`src/rtl/fsm_input_conditioner_if.sv`:
```
// Condition-input bundle between the conditioning stage and its consumer.
// Suffixes are from the conditioner's point of view (_i into it, _o out of it).
interface fsm_input_conditioner_if #(
  parameter int unsigned GLITCH_W = 8
) ();

  logic                enable_i;
  logic                raw_a_i;
  logic                raw_b_i;
  logic                glitch_clear_i;
  logic                a_o;
  logic                b_o;
  logic                a_rise_o;
  logic                b_rise_o;
  logic [GLITCH_W-1:0] glitch_count_o;

  // Driver side: raw conditions and control in, clean levels out
  modport master (
    output enable_i, raw_a_i, raw_b_i, glitch_clear_i,
    input  a_o, b_o, a_rise_o, b_rise_o, glitch_count_o
  );

  // Conditioner side
  modport slave (
    input  enable_i, raw_a_i, raw_b_i, glitch_clear_i,
    output a_o, b_o, a_rise_o, b_rise_o, glitch_count_o
  );

endinterface

```
`src/rtl/fsm_input_conditioner.sv`:
```
// Input conditioner: 2-flop synchronizer, per-channel debounce FSM,
// registered clean levels, one-cycle rise pulses and a saturating glitch count.
// Channel index 0 is A, index 1 is B.
module fsm_input_conditioner #(
  parameter int unsigned DEBOUNCE_CYCLES = 16,
  parameter int unsigned CNT_W           = 5,
  parameter int unsigned GLITCH_W        = 8
) (
  input  logic                          clk_i,
  input  logic                          rst_i,
  fsm_input_conditioner_if.slave        bus
);

  localparam int unsigned NCH   = 2;
  localparam int unsigned SUM_W = GLITCH_W + 1;
  localparam logic [CNT_W-1:0] CNT_LAST = CNT_W'(DEBOUNCE_CYCLES - 1);

  typedef enum logic [1:0] {
    ST_LOW       = 2'd0,
    ST_PEND_HIGH = 2'd1,
    ST_HIGH      = 2'd2,
    ST_PEND_LOW  = 2'd3
  } state_e;

  logic [NCH-1:0]      raw_c;
  logic [NCH-1:0]      sync1_q;
  logic [NCH-1:0]      sync2_q;
  state_e              state_q [NCH];
  state_e              state_d [NCH];
  logic [CNT_W-1:0]    cnt_q   [NCH];
  logic [CNT_W-1:0]    cnt_d   [NCH];
  logic [NCH-1:0]      lvl_q;
  logic [NCH-1:0]      lvl_d;
  logic [NCH-1:0]      rise_q;
  logic [NCH-1:0]      rise_d;
  logic [NCH-1:0]      abort_c;
  logic [SUM_W-1:0]    glitch_sum_c;
  logic [GLITCH_W-1:0] glitch_q;
  logic [GLITCH_W-1:0] glitch_d;

  assign raw_c = {bus.raw_b_i, bus.raw_a_i};

  // Two-flop synchronizer, free-running regardless of enable
  always_ff @(posedge clk_i or posedge rst_i) begin
    if (rst_i) begin
      sync1_q <= '0;
      sync2_q <= '0;
    end else begin
      sync1_q <= raw_c;
      sync2_q <= sync1_q;
    end
  end

  // Debounce state, counters, clean levels, pulses and glitch count
  always_ff @(posedge clk_i or posedge rst_i) begin
    if (rst_i) begin
      for (int ch = 0; ch < NCH; ch++) begin
        state_q[ch] <= ST_LOW;
        cnt_q[ch]   <= '0;
      end
      lvl_q    <= '0;
      rise_q   <= '0;
      glitch_q <= '0;
    end else begin
      for (int ch = 0; ch < NCH; ch++) begin
        state_q[ch] <= state_d[ch];
        cnt_q[ch]   <= cnt_d[ch];
      end
      lvl_q    <= lvl_d;
      rise_q   <= rise_d;
      glitch_q <= glitch_d;
    end
  end

  // Per-channel next state; disable forces idle without counting aborts
  always_comb begin
    for (int ch = 0; ch < NCH; ch++) begin
      state_d[ch] = state_q[ch];
      cnt_d[ch]   = cnt_q[ch];
      rise_d[ch]  = 1'b0;
      abort_c[ch] = 1'b0;
      if (!bus.enable_i) begin
        state_d[ch] = ST_LOW;
        cnt_d[ch]   = '0;
      end else begin
        case (state_q[ch])
          ST_LOW: begin
            if (sync2_q[ch]) begin
              state_d[ch] = ST_PEND_HIGH;
              cnt_d[ch]   = CNT_W'(1);
            end
          end
          ST_PEND_HIGH: begin
            if (!sync2_q[ch]) begin
              state_d[ch] = ST_LOW;
              cnt_d[ch]   = '0;
              abort_c[ch] = 1'b1;
            end else if (cnt_q[ch] == CNT_LAST) begin
              state_d[ch] = ST_HIGH;
              cnt_d[ch]   = '0;
              rise_d[ch]  = 1'b1;
            end else begin
              cnt_d[ch]   = cnt_q[ch] + CNT_W'(1);
            end
          end
          ST_HIGH: begin
            if (!sync2_q[ch]) begin
              state_d[ch] = ST_PEND_LOW;
              cnt_d[ch]   = CNT_W'(1);
            end
          end
          ST_PEND_LOW: begin
            if (sync2_q[ch]) begin
              state_d[ch] = ST_HIGH;
              cnt_d[ch]   = '0;
              abort_c[ch] = 1'b1;
            end else if (cnt_q[ch] == CNT_LAST) begin
              state_d[ch] = ST_LOW;
              cnt_d[ch]   = '0;
            end else begin
              cnt_d[ch]   = cnt_q[ch] + CNT_W'(1);
            end
          end
          default: begin
            state_d[ch] = ST_LOW;
            cnt_d[ch]   = '0;
          end
        endcase
      end
      // Clean level is high while accepted-high, including pending fall
      lvl_d[ch] = (state_d[ch] == ST_HIGH) || (state_d[ch] == ST_PEND_LOW);
    end
  end

  // Saturating glitch accumulator; clear wins over same-cycle aborts
  always_comb begin
    glitch_sum_c = SUM_W'(glitch_q) + SUM_W'(abort_c[0]) + SUM_W'(abort_c[1]);
    glitch_d     = glitch_q;
    if (bus.glitch_clear_i) begin
      glitch_d = '0;
    end else if (glitch_sum_c[GLITCH_W]) begin
      glitch_d = '1;
    end else begin
      glitch_d = glitch_sum_c[GLITCH_W-1:0];
    end
  end

  assign bus.a_o            = lvl_q[0];
  assign bus.b_o            = lvl_q[1];
  assign bus.a_rise_o       = rise_q[0];
  assign bus.b_rise_o       = rise_q[1];
  assign bus.glitch_count_o = glitch_q;

endmodule

```
`src/flat_wrapper.sv`:
```
// flat-port wrapper written by rule: the top's interface ports become plain ports
module fsm_input_conditioner_flat 
#(
  parameter int unsigned DEBOUNCE_CYCLES = 16,
  parameter int unsigned CNT_W           = 5,
  parameter int unsigned GLITCH_W        = 8
)
  (clk_i, rst_i, bus_enable_i, bus_raw_a_i, bus_raw_b_i, bus_glitch_clear_i, bus_a_o, bus_b_o, bus_a_rise_o, bus_b_rise_o, bus_glitch_count_o);
  fsm_input_conditioner_if #(.GLITCH_W(GLITCH_W)) bus_i ();
  input  logic clk_i;
  input  logic rst_i;
  input wire logic [$bits(bus_i.enable_i)-1:0] bus_enable_i;
  input wire logic [$bits(bus_i.raw_a_i)-1:0] bus_raw_a_i;
  input wire logic [$bits(bus_i.raw_b_i)-1:0] bus_raw_b_i;
  input wire logic [$bits(bus_i.glitch_clear_i)-1:0] bus_glitch_clear_i;
  output wire logic [$bits(bus_i.a_o)-1:0] bus_a_o;
  output wire logic [$bits(bus_i.b_o)-1:0] bus_b_o;
  output wire logic [$bits(bus_i.a_rise_o)-1:0] bus_a_rise_o;
  output wire logic [$bits(bus_i.b_rise_o)-1:0] bus_b_rise_o;
  output wire logic [$bits(bus_i.glitch_count_o)-1:0] bus_glitch_count_o;
  assign bus_i.enable_i = bus_enable_i;
  assign bus_i.raw_a_i = bus_raw_a_i;
  assign bus_i.raw_b_i = bus_raw_b_i;
  assign bus_i.glitch_clear_i = bus_glitch_clear_i;
  assign bus_a_o = bus_i.a_o;
  assign bus_b_o = bus_i.b_o;
  assign bus_a_rise_o = bus_i.a_rise_o;
  assign bus_b_rise_o = bus_i.b_rise_o;
  assign bus_glitch_count_o = bus_i.glitch_count_o;
  fsm_input_conditioner #(.DEBOUNCE_CYCLES(DEBOUNCE_CYCLES), .CNT_W(CNT_W), .GLITCH_W(GLITCH_W)) u_core (.clk_i(clk_i), .rst_i(rst_i), .bus(bus_i));
endmodule
```
`config.mk`:
```
export PLATFORM = sky130hd
export DESIGN_NAME = fsm_input_conditioner_flat
export DESIGN_NICKNAME = d
export VERILOG_FILES = /design/src/rtl/fsm_input_conditioner_if.sv /design/src/rtl/fsm_input_conditioner.sv /design/src/flat_wrapper.sv
export SDC_FILE = /design/constraint.sdc
export NUM_CORES = 1
export LEC_CHECK = 0
export ABC_AREA = 1
export BUFFER_PORTS_ARGS = -buffer_cell sky130_fd_sc_hd__buf_2
export CAP_MARGIN = 0
export CELL_PAD_IN_SITES_DETAIL_PLACEMENT = 0
export CELL_PAD_IN_SITES_GLOBAL_PLACEMENT = 1
export CORE_AREA = 8 8 93 53
export DETAILED_ROUTE_END_ITERATION = 8
export DIE_AREA = 0 0 101 61
export PLACE_DENSITY_LB_ADDON = 0.15
export SLEW_MARGIN = 15
export SYNTH_ARGS = -nofsm -noshare
export SYNTH_HDL_FRONTEND = slang
export SYNTH_SLANG_ARGS = --single-unit
```
`constraint.sdc`:
```
create_clock -name clk_i -period 2.2 [get_ports clk_i]
set_input_delay 0.33 -clock clk_i [delete_from_list [all_inputs] [get_ports clk_i]]
set_output_delay 0.33 -clock clk_i [all_outputs]
set_load 0.005 [all_outputs]
```
==> results.py <==
metrics = {
    "yosys": {
        "synth-seq-cells": 30,
        "seq_area_frac_synth": 0.514,
        "synth_area_per_cell_um2": 8.50,
        "yosys_warnings": 0,
        "syn-num-nets": 181,
        "synth.distinct_cells": 22,
        "synth_area_um2": 1460,
        "syn_inst": 172,
    },
    "routing": {
        "via_per_inst": 4.41,
        "drtPass1Iterations": 4,
        "drtAntennaViolNets": 0,
        "via_count": 1107,
        "routed_wl_um": 2990,
        "wl_per_cell_um": 11.9,
        "drt_iter0_drc": 87,
        "drc": 0,
    },
    "finish": {
        "nets": 206,
        "area_delta_synth_final_pct": 16.4,
        "final_common_cell": "nand2_1",
        "diodes": 0,
        "design_area_um2": 1700,
        "layout_common_cells": "nand2_1, dfrtp_1, inv_1, buf_2",
        "fill_cells": 367,
        "drive_gt1_frac": 0.218,
    },
    "setup_path": {
        "crit_type": "flop to flop",
        "crit_arrival_ps": 2160,
        "cp-start-kind": "flop",
        "required_ps": 2390,
        "cp-end-kind": "flop",
        "worstPathMaxFanout": 6,
    },
    "outcome": {
        "status": "completed",
    },
    "cts": {
        "hold_buffers": 0,
        "cts_buffer_depth": 2,
        "h-tree-depth": 2,
        "cts.root.buffer_cell": "clkbuf_8",
        "cts.repair.resized": 0,
        "cts.sinks": 30,
        "clk_transition_reported_paths_ps": 60,
        "numCtsBuffers": 5,
        "cts_tree": "built",
        "clk-insertion-delay-late_ps": 270,
        "post-cts-setup-buffers": 0,
    },
    "timing": {
        "skew_ps": 3.79,
        "slew_headroom": 0.742,
        "rsz0062_at_grt": "no",
        "fmax_mhz": 508,
        "finalHoldViolations": 0,
        "drv_slew": 0,
        "finalCritPeriodShare": 0.895,
        "finalSetupTns_ps": 0,
        "finalSetupViolCount": 0,
        "finalCriticalPeriod_ps": 1970,
        "worstMarginPinSlew_ps": 387,
    },
    "placement": {
        "dpl_cell_area_um2": 1620,
        "io_buffer_count": 17,
        "place.gp.congestion": 0.855,
        "hpwl_um": 2290,
    },
    "floorplanning": {
        "fp-row-count": 16,
        "die_area_um2": 6160,
        "fp.dieW_um": 101,
        "initial_utilization": 0.397,
        "pin_count": 18,
        "die_y_um": 61,
        "core_area_um2": 3680,
    },
    "global_routing": {
        "grt.overflow.total": 0,
        "grt_pass1_wl_um": 5040,
        "grtUsageTotal": 0.111,
        "grt_pass1_vias": 1064,
        "grt_start_max_net_pins": 31,
        "antenna_found_initial": 0,
    },
    "pwr": {
        "ir_worst_vdd_uv": 310,
        "p_per_area_nw_per_um2": 607,
        "power_leakage_nw": 0.901,
    },
    "run": {
        "cap_violations": 0,
    },
    "worst_hold_path": {
        "hold_class": "input port to async pin",
    },
}
==> path summary, 6_finish.rpt <==
path | slack, ps | depth (start not counted) | start | to
worst min register to register | 350 | 0 | u_core.sync1_q[1] | u_core.sync2_q[1]
worst min-delay path | 120 | 3 | rst_i | u_core.state_q[3]
worst max register to register | 230 | 10 | u_core.sync2_q[1] | u_core.bus.glitch_count_o[2]
worst max-delay path | 230 | 10 | u_core.sync2_q[1] | u_core.bus.glitch_count_o[2]
max in group asynchronous | 1790 | 3 | rst_i | u_core.bus.glitch_count_o[1]
min in group clk_i | 160 | 1 | bus_raw_a_i | u_core.sync1_q[0]
==> layout make-up <==
class	instances	area (um^2)	share of cell area
well taps	54	67.6	0.0397
repair buffers	18	92.6	0.0545
clock inverters	2	10.0	0.00589
multi-input cells	116	613	0.361
inverters	26	97.6	0.0574
clock buffers	5	68.8	0.0405
flip-flops and latches	30	751	0.442
==> metrics by stage <==
step	util	std cells	power (mW)	setup WS [ps]	hold WS, ps
2_1_floorplan	-	172	0.622	425	331
3_3_place_gp	0.440	244	0.645	287	333
3_5_place_dp	0.440	244	0.645	234	339
4_1_cts	0.462	251	1.06	224	127
5_1_grt	0.462	251	1.10	50.6	144
6_report	0.462	251	1.03	230	121
==> report_power, final <==
part,internal [mW],leakage (nW),switching [mW]
sequential,0.563,0.405,0.0108
clock,0.211,0.0438,0.186
combinational,0.0191,0.453,0.0413
==> state kept, by name (all words and copies together) (netlist names) <==
name / flops
u_core.rise_q: 2
u_core.bus.glitch_count_o: 8
u_core.lvl_q: 2
u_core.sync1_q: 2
u_core.cnt_q: 10
u_core.state_q: 4
u_core.sync2_q: 2
==> metal layers <==
layer  track usage  wire (um)  share of wire
met1         0.152       1660           0.55
met2         0.143       1140           0.38
met3        0.0492        183          0.061
met4        0.0503         13         0.0043
met5             0          0              0
==> synthesized netlist by cell type, drive strengths merged <==
library cell | number | area (um^2)
xor2 | 3 | 26.3
xnor2 | 1 | 8.76
a31oi | 1 | 6.26
nor3 | 1 | 5.00
ha | 2 | 25.0
fa | 1 | 20.0
o21bai | 1 | 7.51
a21oi | 10 | 50.1
nand3 | 12 | 60.1
dfrtp | 30 | 751
nor2 | 16 | 85.1
nand2 | 58 | 238
inv | 26 | 97.6
and2 | 1 | 6.26
o21ai | 3 | 22.5
nand4 | 6 | 52.6
==> cells by family after synthesis <==
logic type	share of synthesized area
XOR/XNOR	0.0240
adder cells (fa/ha/maj)	0.0308
AO/OA/AOI/OAI	0.0591
flip-flops	0.514
buffers and inverters	0.0668
AND/OR/NAND/NOR	0.306
==> worst max-delay path, stage by stage (launching register included) <==
cell and delay, ps:
dfrtp_1 390, nand2_1 100, nand2_2 100, nor2_4 110, nand2_1 80, fa_1 500
inv_1 130, nand2_2 70, nor2_1 120, nand2_2 110, a21oi_1 180
Note: power is estimated with default switching activity, not from simulation.
